--- src/rtl/miniaig_sweep_pkg.sv ---
// Purpose: shared types, MISR constants and golden-table lookup for the MiniAig equivalence sweeper.
// Latency: n/a (declarations and a pure combinational helper only).
// Backpressure: n/a.
package miniaig_sweep_pkg;

    typedef enum logic [1:0] {
        IDLE  = 2'd0,
        RUN   = 2'd1,
        DRAIN = 2'd2,
        DONE  = 2'd3
    } sweep_state_t;

    localparam logic [15:0] MISR_POLY = 16'h1021;
    localparam logic [15:0] MISR_SEED = 16'hFFFF;

    // Golden tables are passed zero-extended to a fixed width so one helper serves every N_PI/N_PO.
    localparam int GOLD_IDX_W = 12;
    localparam int GOLD_MAX   = 1 << GOLD_IDX_W;

    // Expected value of output `po` for input vector `idx`: tbl[po * 2^n_pi + idx].
    function automatic logic golden_bit(input logic [GOLD_MAX-1:0] tbl,
                                        input int unsigned        n_pi,
                                        input int unsigned        po,
                                        input int unsigned        idx);
        int unsigned pos;
        pos = po * (32'd1 << n_pi) + idx;
        return tbl[pos[GOLD_IDX_W-1:0]];
    endfunction

endpackage

--- src/rtl/miniaig_sweep_delay.sv ---
// Purpose: valid+index shift pipeline that tracks which vector the netlist output currently reflects.
// Latency: DUT_LAT cycles (combinational pass-through when DUT_LAT = 0).
// Backpressure: none; advances every cycle.
module miniaig_sweep_delay #(
    parameter int N_PI    = 5,
    parameter int DUT_LAT = 0
) (
    input  logic            clk,
    input  logic            rst,
    input  logic            in_vld,
    input  logic [N_PI-1:0] in_idx,
    output logic            out_vld,
    output logic [N_PI-1:0] out_idx
);

    localparam int EW = N_PI + 1;
    localparam int PW = (DUT_LAT > 0 ? DUT_LAT : 1) * EW;

    generate
        if (DUT_LAT == 0) begin : g_wire
            logic unused_clk_rst;
            assign unused_clk_rst = clk ^ rst;
            assign out_vld = in_vld;
            assign out_idx = in_idx;
        end else begin : g_pipe
            // Entry layout: {vld, idx}; newest entry in the low bits, oldest in the high bits.
            logic [PW-1:0] pipe_q;

            if (DUT_LAT == 1) begin : g_one
                // Single stage: capture the issued entry each cycle.
                always_ff @(posedge clk) begin
                    if (rst) begin
                        pipe_q <= '0;
                    end else begin
                        pipe_q <= {in_vld, in_idx};
                    end
                end
            end else begin : g_many
                // Multi-stage: shift toward the high end, inserting the issued entry at the bottom.
                always_ff @(posedge clk) begin
                    if (rst) begin
                        pipe_q <= '0;
                    end else begin
                        pipe_q <= {pipe_q[PW-EW-1:0], in_vld, in_idx};
                    end
                end
            end

            assign out_vld = pipe_q[PW-1];
            assign out_idx = pipe_q[PW-2 -: N_PI];
        end
    endgenerate

endmodule

--- src/rtl/miniaig_equiv_sweeper.sv ---
// Purpose: exhaustive PI stimulus + PO compare against a golden truth table; MISR signature under MINIAIG_SWEEP_MISR_EN.
// Latency: done rises 2^N_PI + DUT_LAT + 1 cycles after an accepted start.
// Backpressure: none; start is ignored while busy, the netlist is assumed to accept a vector every cycle.
module miniaig_equiv_sweeper
    import miniaig_sweep_pkg::*;
#(
    parameter int                        N_PI    = 5,
    parameter int                        N_PO    = 1,
    parameter int                        DUT_LAT = 0,
    parameter logic [N_PO*(2**N_PI)-1:0] GOLDEN  = 32'hF888_F888
) (
    input  logic            clk,
    input  logic            rst,
    input  logic            start,
    output logic            busy,
    output logic            done,
    output logic            pass,
    output logic [N_PI:0]   mismatch_cnt,
    output logic [N_PI-1:0] first_fail_idx,
    output logic [N_PI-1:0] pi_o,
    input  logic [N_PO-1:0] po_i,
    output logic [15:0]     sig
);

    localparam logic [N_PI-1:0]     IDX_MAX    = '1;
    localparam logic [N_PI:0]       CNT_MAX    = {1'b1, {N_PI{1'b0}}};
    localparam logic [GOLD_MAX-1:0] GOLD_EXT   = GOLD_MAX'(GOLDEN);
    localparam int                  DRAIN_W    = (DUT_LAT > 1) ? $clog2(DUT_LAT) : 1;
    localparam logic [DRAIN_W-1:0]  DRAIN_LAST = DRAIN_W'((DUT_LAT > 0) ? DUT_LAT - 1 : 0);

    sweep_state_t       state_q, state_d;
    logic               accept;
    logic               last_issued_q;
    logic [DRAIN_W-1:0] drain_cnt_q;
    logic               iss_vld_q;
    logic               del_vld;
    logic [N_PI-1:0]    del_idx;
    logic [N_PO-1:0]    exp_po;
    logic               cmp_fail;
    logic               enter_done;

    // State register.
    always_ff @(posedge clk) begin
        if (rst) begin
            state_q <= IDLE;
        end else begin
            state_q <= state_d;
        end
    end

    // Next state: RUN spends one extra cycle after the last vector is issued so the final
    // compare lands before DONE; DRAIN then covers the netlist's register stages.
    always_comb begin
        state_d = state_q;
        accept  = 1'b0;
        case (state_q)
            IDLE, DONE: begin
                if (start) begin
                    state_d = RUN;
                    accept  = 1'b1;
                end
            end
            RUN: begin
                if (last_issued_q) begin
                    state_d = (DUT_LAT > 0) ? DRAIN : DONE;
                end
            end
            DRAIN: begin
                if (drain_cnt_q == DRAIN_LAST) begin
                    state_d = DONE;
                end
            end
            default: state_d = IDLE;
        endcase
    end

    assign enter_done = (state_q != DONE) && (state_d == DONE);

    // Vector issue: pi_o walks 0..2^N_PI-1 once, then holds; iss_vld_q tags each fresh vector.
    always_ff @(posedge clk) begin
        if (rst) begin
            pi_o          <= '0;
            iss_vld_q     <= 1'b0;
            last_issued_q <= 1'b0;
        end else if (accept) begin
            pi_o          <= '0;
            iss_vld_q     <= 1'b1;
            last_issued_q <= 1'b0;
        end else if (state_q == RUN && !last_issued_q) begin
            if (pi_o == IDX_MAX) begin
                iss_vld_q     <= 1'b0;
                last_issued_q <= 1'b1;
            end else begin
                pi_o      <= pi_o + 1'b1;
                iss_vld_q <= 1'b1;
            end
        end else begin
            iss_vld_q <= 1'b0;
        end
    end

    // Drain counter: counts cycles spent in DRAIN, cleared everywhere else.
    always_ff @(posedge clk) begin
        if (rst) begin
            drain_cnt_q <= '0;
        end else if (state_q == DRAIN) begin
            drain_cnt_q <= drain_cnt_q + 1'b1;
        end else begin
            drain_cnt_q <= '0;
        end
    end

    miniaig_sweep_delay #(
        .N_PI    (N_PI),
        .DUT_LAT (DUT_LAT)
    ) u_delay (
        .clk     (clk),
        .rst     (rst),
        .in_vld  (iss_vld_q),
        .in_idx  (pi_o),
        .out_vld (del_vld),
        .out_idx (del_idx)
    );

    // Golden PO vector for the index the netlist output currently corresponds to.
    always_comb begin
        exp_po = '0;
        for (int j = 0; j < N_PO; j++) begin
            exp_po[j] = golden_bit(GOLD_EXT, N_PI, j, 32'(del_idx));
        end
    end

    assign cmp_fail = del_vld && (po_i != exp_po);

    // Result accumulation: one compare per valid pipeline slot; pass latched on entry to DONE.
    always_ff @(posedge clk) begin
        if (rst) begin
            mismatch_cnt   <= '0;
            first_fail_idx <= '0;
            pass           <= 1'b0;
        end else if (accept) begin
            mismatch_cnt   <= '0;
            first_fail_idx <= '0;
            pass           <= 1'b0;
        end else begin
            if (cmp_fail) begin
                if (mismatch_cnt != CNT_MAX) begin
                    mismatch_cnt <= mismatch_cnt + 1'b1;
                end
                if (mismatch_cnt == '0) begin
                    first_fail_idx <= del_idx;
                end
            end
            if (enter_done) begin
                pass <= (mismatch_cnt == '0);
            end
        end
    end

    // Status flags registered from the next state so they line up with the state register.
    always_ff @(posedge clk) begin
        if (rst) begin
            busy <= 1'b0;
            done <= 1'b0;
        end else begin
            busy <= (state_d == RUN) || (state_d == DRAIN);
            done <= (state_d == DONE);
        end
    end

`ifdef MINIAIG_SWEEP_MISR_EN
    // Response signature: CRC-style MISR folded with the PO bus on every valid compare.
    always_ff @(posedge clk) begin
        if (rst) begin
            sig <= '0;
        end else if (accept) begin
            sig <= MISR_SEED;
        end else if (del_vld) begin
            sig <= {sig[14:0], 1'b0} ^ (sig[15] ? MISR_POLY : 16'h0000) ^ 16'(po_i);
        end
    end
`else
    assign sig = 16'h0000;
`endif

endmodule

--- config.mk ---
export PLATFORM = sky130hd
export DESIGN_NAME = miniaig_equiv_sweeper
export DESIGN_NICKNAME = d
export VERILOG_FILES = /design/src/rtl/miniaig_sweep_pkg.sv /design/src/rtl/miniaig_sweep_delay.sv /design/src/rtl/miniaig_equiv_sweeper.sv
export SDC_FILE = /design/constraint.sdc
export NUM_CORES = 1
export LEC_CHECK = 0
export ABC_AREA = 1
export CAP_MARGIN = 15
export CORE_UTILIZATION = 40
export DETAILED_ROUTE_END_ITERATION = 7
export PLACE_DENSITY = 0.7
export SETUP_SLACK_MARGIN = 0.3
export SLEW_MARGIN = 20
export SYNTH_ARGS = -nofsm -noshare
export SYNTH_HDL_FRONTEND = slang
export SYNTH_SLANG_ARGS = --single-unit
--- constraint.sdc ---
create_clock -name clk -period 1.9 [get_ports clk]
set_clock_uncertainty 0.2 [all_clocks]
set_input_delay 0.38 -clock clk [delete_from_list [all_inputs] [get_ports clk]]
set_output_delay 0.38 -clock clk [all_outputs]
set_load 0.1 [all_outputs]
==> reports/qor.yml, run 1 <==
synth-simple-area-share_pct: 30.4
syn2layout_area_growth_pct: 51.1
fmax_ghz: 0.566
worstSetupEndpointType: "flop"
via_count: 1253
die_x_um: 60.4
layoutNonFillerInstCount: 272
synth_adder_area_share_pct: 7.35
synth_compound_area_share_pct: 9.00
syn_avg_cell_area_um2: 7.21
path_class: "flop to flop"
start_kind: "flop"
cts_hold_buf: 0
overflow: 0
postRouteAntennaNets: 0
cts_tree: "done"
place_inst: 256
cts.sinks: 25
holdWs_ns: 0.301
core_area_mm2: 0.00315
initial_core_util_pct: 43.2
fin_nets: 241
min_path_cells: 3
r2r_cells: 10
synth_cells: 189
row_count: 20
ys_dominant_reg_cell: "dfxtp_1"
hpwl_mm: 1.94
async_reset_ff_share_pct: 0
setup_viol_count_final: 0
clock_latency_ns: 0.32
muxShareOfSynthArea_pct: 0
grt_pass1_wl_mm: 4.83
antenna_found_initial: 0
design_area_mm2: 0.00206
cts_htree_levels: 1
place_area_mm2: 0.00187
p_leak_nw: 0.876
wirelength_mm: 2.86
required_ns: 1.93
grt_usage_pct: 17.9
synth_top_family_by_area: "simple AND/OR/NAND/NOR gates"
n_fill_cell: 260
ir_drop_uv: 311
hp-class: "flop to flop"
wire_per_inst_um: 10.5
slew_viol_final: 0
clockBufferDepth: 2
yosysUniqueCellTypes: 25
cap_violations: 0
grt_pass1_vias: 1155
arrival_ns: 1.80
drc_errors: 0
synth_area_mm2: 0.00136
io_buffers: 22
routabilityCongestion: 0.790
powerDensity_mw_per_mm2: 599
ys_seq_elements: 25
min_period_ns: 1.77
cpMaxStageDelayCell: "dfxtp_4"
path_clk_slew_ns: 0.14
drt_first_iter_violations: 27
dr.pass1.iters: 4
layout_setup_ws_ns: 0.135
setup_tns_ns: 0
pre_cts_ws_ns: 0.0604
cpPeakStageDelay_ns: 0.40
diodes: 0
cts_root_buf: "clkbuf_4"
vias_per_cell: 4.61
postLayoutCoreUtil_pct: 65.3
ios: 39
p_total_mw: 1.23
finalHoldViolCount: 0
numCtsBuffers: 3
worst-path-max-fanout: 4
grt_max_degree: 15
synth_warnings: 0
crit_path_cell_trace: "inv_2 -> ha_4 -> inv_4 -> nor2_2 -> nand2_1 -> nand2_1 -> ha_2 -> inv_2 -> o21ai_1 -> a21oi_2"
synth-edff-count: 0
yosysSeqAreaShare_pct: 36.7
rsz0062_at_grt: "yes"
die_y_um: 60.4
drive_gt1_share_pct: 37.7
synth-xor-area-share_pct: 0.643
die_area_mm2: 0.00364
status: "complete, no violations"
min_period_over_period_pct: 92.9
## routing by layer
metal	GRT usage (%)	vias up	routed length, um
li1	-	648	-
met1	20.8	565	1230
met2	31.6	34	1430
met3	4.26	6	140
met4	6.98	0	48
met5	0	-	0
## power breakdown
group          switching (mW)  internal (mW)  total, mW
combinational           0.320          0.120      0.440
sequential             0.0196          0.532      0.552
clock                   0.163         0.0790      0.242
total                   0.503          0.731       1.23
## timing repair
item / CTS / global route
endpoints found under the setup margin: 4 / 12
pin swaps: 2 / 7
buffers inserted: 12 / 0
gates resized for setup: 2 / 18
## cell usage after synthesis, types with 3 or more instances
master   count  area (um^2)
a21oi_1     10         50.1
buf_4       16          120
dfxtp_1     25          500
ha_1         8          100
inv_1       17         63.8
nand2_1     39          146
nand3_1     11         55.1
nand4_1      3         18.8
nor2_1      28          105
nor3_1       3         15.0
o21ai_0      3         15.0
o21ai_1      8         40.0
## cell families after synthesis
kind of cell	count (synthesis)
AOI/OAI and AO/OA	23
xor gates and xnor gates	1
adders and majority gates	8
buffers and inverters	39
DFF	25
other	1
and+or+nand+nor	92
## state kept, by name, summed over array words and instances (netlist names)
signal and flops:
last_issued_q 1, state_q 2, pass 1, mismatch_cnt 6, pi_o 5, done 1
first_fail_idx 5, drain_cnt_q 1, busy 1, exp_po 1, iss_vld_q 1
## critical path, delay by kind of cell, from the launching register on
kind / cells / cell delay (ns)
AOI/OAI and AO/OA: 2 / 0.27
adders and majority gates: 2 / 0.45
buffers and inverters: 3 / 0.13
DFF: 1 / 0.40
and+or+nand+nor: 3 / 0.22
## cells in the final DEF (no fill, tap or decap), types with 2 or more instances in the layout
master            n
nand2_2           5
buf_4            11
nand3_1          11
a21oi_1           6
ha_1              3
a21oi_2           6
dfxtp_1          12
clkbuf_4          3
buf_12           19
o21ai_1           9
o21ai_0           2
ha_4              3
nand2_1          34
ha_2              2
clkinv_1          2
dfxtp_4           9
nand4_1           3
clkdlybuf4s50_1   3
nor2_4            2
buf_6             4
conb_1           16
inv_2             5
dfxtp_2           4
nor2_2            5
inv_1            13
nor3_1            2
nand2_4           2
nor2_1           25
## area by class of cell
cell class                      count  area (um^2)  area share, %
Clock buffer                        3         22.5           1.09
Clock inverter                      1         5.00          0.243
Inverter                           22         90.1           4.38
Multi-Input combinational cell    140          808           39.3
Sequential cell                    25          539           26.2
Tap cell                           44         55.1           2.67
Timing Repair Buffer               37          538           26.1
## path summary, 6_finish.rpt
| path | slack (ns) | from | endpoint |
|---|---|---|---|
| max | 0.13 | state_q[0]$_SDFF_PP0_ | pass$_SDFFE_PP0P_ |
| min | 0.30 | drain_cnt_q$_SDFF_PP0_ | drain_cnt_q$_SDFF_PP0_ |
| max reg2reg | 0.13 | state_q[0]$_SDFF_PP0_ | pass$_SDFFE_PP0P_ |
| min reg2reg | 0.30 | drain_cnt_q$_SDFF_PP0_ | drain_cnt_q$_SDFF_PP0_ |
Note: power is estimated with default switching activity, not from simulation.
==> run 2: changes to the inputs <==
Clock period 1.9 ns to 1.8 ns, I/O delays scaled along.
==> reports/qor.yml, run 2 (same netlist as run 1, synthesis figures left out) <==
p_clk_share_pct: 18.4
hpwl_mm: 2.06
ir_drop_uv: 294
numCtsBuffers: 3
die_x_um: 60.4
pwr-share-seq_pct: 42.6
grt_pass1_wl_mm: 4.78
cts_root_buf: "clkbuf_4"
r2r_cells: 11
drive_gt1_share_pct: 50.4
cp_num_buf_inv: 4
r2r_end: "exp_po$_DFF_P_"
drt_first_iter_violations: 43
postRouteAntennaNets: 0
core_area_mm2: 0.00315
diodes: 0
setup_viol_count_final: 0
min_path_cells: 2
ios: 39
arrival_ns: 1.84
fin_nets: 253
worst-path-max-fanout: 2
grt_usage_pct: 17.3
clock_latency_ns: 0.31
wire_per_inst_um: 12.3
fmax_ghz: 0.564
via_count: 1314
worstReg2RegStart: "pi_o[0]$_SDFFE_PP0P_"
hold_end: "first_fail_idx[0]$_SDFFE_PP0P_"
routabilityCongestion: 0.819
place_inst: 256
place_area_mm2: 0.00190
design_area_mm2: 0.00226
antenna_found_initial: 0
grt_max_degree: 14
row_count: 20
switching_share_pct: 40.7
grt_pass1_vias: 1154
layoutNonFillerInstCount: 284
die_area_mm2: 0.00364
dr.pass1.iters: 4
min_period_ns: 1.77
io_buffers: 22
initial_core_util_pct: 43.2
p_int_mw: 0.801
layout_setup_ws_ns: 0.0275
wirelength_mm: 3.49
layout.cells.most_common_list: "nand2_1 (29), nor2_1 (22), buf_4 (20)"
r2r_setup_slack_ns: 0.03
slew_viol_final: 0
vias_per_cell: 4.63
reg_top3: "mismatch_cnt: 6 flops, first_fail_idx: 5 flops, pi_o: 5 flops"
pwr-share-comb_pct: 38.9
min_from: "first_fail_idx[0]$_SDFFE_PP0P_"
finalHoldViolCount: 0
cts_hold_buf: 0
syn2layout_area_growth_pct: 65.6
start_kind: "flop"
path_class: "flop to flop"
required_ns: 1.86
cpMaxStageDelayCell: "dfxtp_4"
clockBufferDepth: 2
path_clk_slew_ns: 0.14
cpLargestDelayFamily: "simple AND/OR/NAND/NOR gates"
die_y_um: 60.4
power.switching_mw: 0.549
cap_violations: 0
final_common_cell: "nand2_1"
cts_htree_levels: 1
min_period_over_period_pct: 98.5
overflow: 0
worstSetupEndpointType: "flop"
drc_errors: 0
cts.sinks: 25
cts_tree: "done"
hp-class: "flop to flop"
largest_register_ffs: 6
powerDensity_mw_per_mm2: 598
cpPeakStageDelay_ns: 0.38
p_leak_nw: 0.956
largest_register: "mismatch_cnt"
status: "complete, no violations"
rsz0062_at_grt: "yes"
pre_cts_ws_ns: -0.00120
crit_path_cell_trace: "ha_4 -> nand2_4 -> buf_4 -> buf_4 -> buf_4 -> clkinv_1 -> nor2_1 -> nand2_1 -> a21oi_2 -> nand2_1 -> nand2_1"
run 2: cell types whose count changed in the layout (fill, tap and decap cells not counted), sizes merged:
cell,before,now
buf,34,45
clkinv,4,3
clkbuf,3,4
nor2,32,33
run 2: how the worst max path moves through the flow:
stage | startpoint | end | slack (ns) | cells after the start
after global routing | pi_o[0]$_SDFFE_PP0P_ | exp_po$_DFF_P_ | 0.004 | 11
after global placement | start | pass$_SDFFE_PP0P_ | 0.002 | 9
final | pi_o[0]$_SDFFE_PP0P_ | exp_po$_DFF_P_ | 0.03 | 11
after CTS | state_q[0]$_SDFF_PP0_ | pass$_SDFFE_PP0P_ | 0.13 | 11
after detailed placement | start | pass$_SDFFE_PP0P_ | -0.001 | 9
after floorplan | pi_o[1]$_SDFFE_PP0P_ | exp_po$_DFF_P_ | -0.004 | 10
run 2: routing by layer:
layer | global-route usage, % | part of all wire [%] | vias to the layer above
li1 | - | - | 672
met1 | 21.9 | 42 | 594
met2 | 28.7 | 52 | 38
met3 | 2.77 | 3.3 | 10
met4 | 8.64 | 2.2 | 0
met5 | 0 | 0 | -
run 2: power by group through the flow:
| stage | Sequential (mW) | Clock (mW) | Combinational [mW] |
|---|---|---|---|
| after floorplan | 0.672 | 0 | 0.278 |
| after global placement | 0.595 | 0 | 0.418 |
| after detailed placement | 0.595 | 0 | 0.423 |
| after CTS | 0.577 | 0.257 | 0.454 |
| after global routing | 0.579 | 0.292 | 0.552 |
| final | 0.575 | 0.249 | 0.526 |
run 2: tightest hold or removal path: cells and delay by family, from the launching register on:
family,cells,cell delay [ns]
flip-flops,1,0.36
AND/OR/NAND/NOR,2,0.14
run 2: layout make-up:
| type | count | area (um^2) |
|---|---|---|
| clock buffer | 4 | 26.3 |
| timing repair buffer | 48 | 628 |
| tap | 44 | 55.1 |
| sequential | 25 | 556 |
| inverter | 22 | 92.6 |
| fill | 230 | 897 |
| multi-input combinational | 141 | 898 |
run 2: timing repair:
action | in CTS | in global routing
gates cloned | 0 | 1
buffers inserted | 9 | 14
gates resized for setup | 5 | 43
endpoints found under the setup margin | 11 | 32
pin swaps | 3 | 16
run 2: stage by stage:
stage | setup TNS, ns | total power, mW | util, % | hold slack, ns
floorplan | -0.00407 | 0.949 | - | 0.219
global placement | 0 | 1.01 | 60.3 | 0.268
finish | 0 | 1.35 | 71.5 | 0.320
detailed placement | -0.00120 | 1.02 | 60.3 | 0.279
CTS | 0 | 1.29 | 63.8 | 0.300
global route | 0 | 1.42 | 71.5 | 0.349
==> run 3: changes to the inputs <==
Settings changed: GPL_TIMING_DRIVEN from default to 0.
==> reports/qor.yml, run 3 (same netlist as run 1, synthesis figures left out) <==
status: "complete, no violations"
grt_usage_pct: 16.6
ios: 39
cts_root_buf: "clkbuf_4"
layout_setup_ws_ns: 0.101
antenna_found_initial: 0
die_x_um: 60.4
cap_violations: 0
place_area_mm2: 0.00181
crit_path_cell_trace: "ha_4 -> nand2_4 -> nor2_4 -> ha_4 -> nand3b_4 -> nand2_2 -> inv_2 -> nor2_1 -> nand3_1 -> nand2_1"
wire_per_inst_um: 11.1
cts_htree_levels: 1
slew_viol_final: 0
min_period_over_period_pct: 94.4
hp-class: "flop to flop"
drt_first_iter_violations: 33
worstSetupEndpointType: "flop"
setup_tns_ns: 0
path_class: "flop to flop"
hpwl_mm: 1.94
worst-path-max-fanout: 7
powerDensity_mw_per_mm2: 579
core_area_mm2: 0.00315
io_buffers: 22
postLayoutCoreUtil_pct: 74.0
reg_top3: "mismatch_cnt: 6 flops, first_fail_idx: 5 flops, pi_o: 5 flops"
numCtsBuffers: 3
gr-usage-met2_pct: 29.0
layoutNonFillerInstCount: 295
drive_gt1_share_pct: 49.8
rsz0062_at_grt: "yes"
initial_core_util_pct: 43.2
largest_register: "mismatch_cnt"
largest_register_ffs: 6
ir_drop_uv: 327
cpMaxStageDelayCell: "dfxtp_4"
syn2layout_area_growth_pct: 71.3
start_kind: "flop"
cts_tree: "done"
required_ns: 1.83
grt_max_degree: 15
setup_viol_count_final: 0
met3_usage_pct: 3.62
die_area_mm2: 0.00364
min_period_ns: 1.70
met1_usage_pct: 20.3
grt_pass1_vias: 1143
die_y_um: 60.4
layout.cells.most_common_list: "buf_4 (33), nand2_1 (32), nor2_1 (24)"
overflow: 0
finalHoldViolCount: 0
pre_cts_ws_ns: -0.262
dr.pass1.iters: 4
place_inst: 270
grt.busiest_layer: "met2"
postRouteAntennaNets: 0
holdWs_ns: 0.302
cpPeakStageDelay_ns: 0.42
clock_latency_ns: 0.32
clockBufferDepth: 2
via_count: 1346
vias_per_cell: 4.56
n_fill_cell: 234
arrival_ns: 1.73
grt_pass1_wl_mm: 4.57
drc_errors: 0
fin_nets: 264
design_area_mm2: 0.00233
critPathMostFrequentCell: "ha_4"
final_common_cell: "buf_4"
cts.sinks: 25
fmax_ghz: 0.588
wirelength_mm: 3.27
row_count: 20
diodes: 0
path_clk_slew_ns: 0.14
p_total_mw: 1.35
routabilityCongestion: 0.796
p_leak_nw: 1.04
[run 3: cell count changes in the layout (fill, tap and decap cells not counted), moves of 2 or more]
cell,change
buf_4,+13
nand2_2,-4
nand2_1,+3
nor2_2,-3
buf_12,-2
buf_6,-2
buf_8,+2
inv_1,+2
inv_2,-2
nor2_1,+2
[run 3: worst paths after layout]
path	start	end	slack (ns)	cells past startpoint
max	pi_o[0]$_SDFFE_PP0P_	exp_po$_DFF_P_	0.10	10
min	drain_cnt_q$_SDFF_PP0_	drain_cnt_q$_SDFF_PP0_	0.30	3
min reg2reg	drain_cnt_q$_SDFF_PP0_	drain_cnt_q$_SDFF_PP0_	0.30	3
max reg2reg	pi_o[0]$_SDFFE_PP0P_	exp_po$_DFF_P_	0.10	10
[run 3: critical path: cells and delay by family (launching register included)]
| family | cells | cell delay (ns) |
|---|---|---|
| buffers and inverters | 1 | 0.07 |
| and+or+nand+nor | 7 | 0.61 |
| DFF | 1 | 0.42 |
| adders and majority gates | 2 | 0.31 |
[run 3: routing by layer]
metal / up-vias / part of all wire (%)
met2: 25 / 53
met5: - / 0
met3: 8 / 3.5
met4: 0 / 1.6
li1: 693 / -
met1: 620 / 42
[run 3: where the power goes]
part / switching (mW) / internal (mW) / leakage [nW]
sequential: 0.0212 / 0.557 / 0.215
combinational: 0.354 / 0.159 / 0.806
clock: 0.177 / 0.0832 / 0.0177
total: 0.552 / 0.800 / 1.04
[run 3: layout make-up]
cell class | count | area [um^2] | area share, %
Inverter | 22 | 92.6 | 3.97
Sequential cell | 25 | 556 | 23.8
Tap cell | 44 | 55.1 | 2.36
Multi-Input combinational cell | 140 | 882 | 37.8
Clock inverter | 1 | 5.00 | 0.214
Timing Repair Buffer | 43 | 586 | 25.1
Buffer | 17 | 135 | 5.79
Clock buffer | 3 | 22.5 | 0.965
[run 3: timing repair]
item | CTS | global route
cloned | 0 | 1
gates resized for setup | 145 | 65
buffers inserted | 8 | 12
hold buffers | 0 | 0
pin swaps | 10 | 10
setup endpoints to repair | 38 | 42
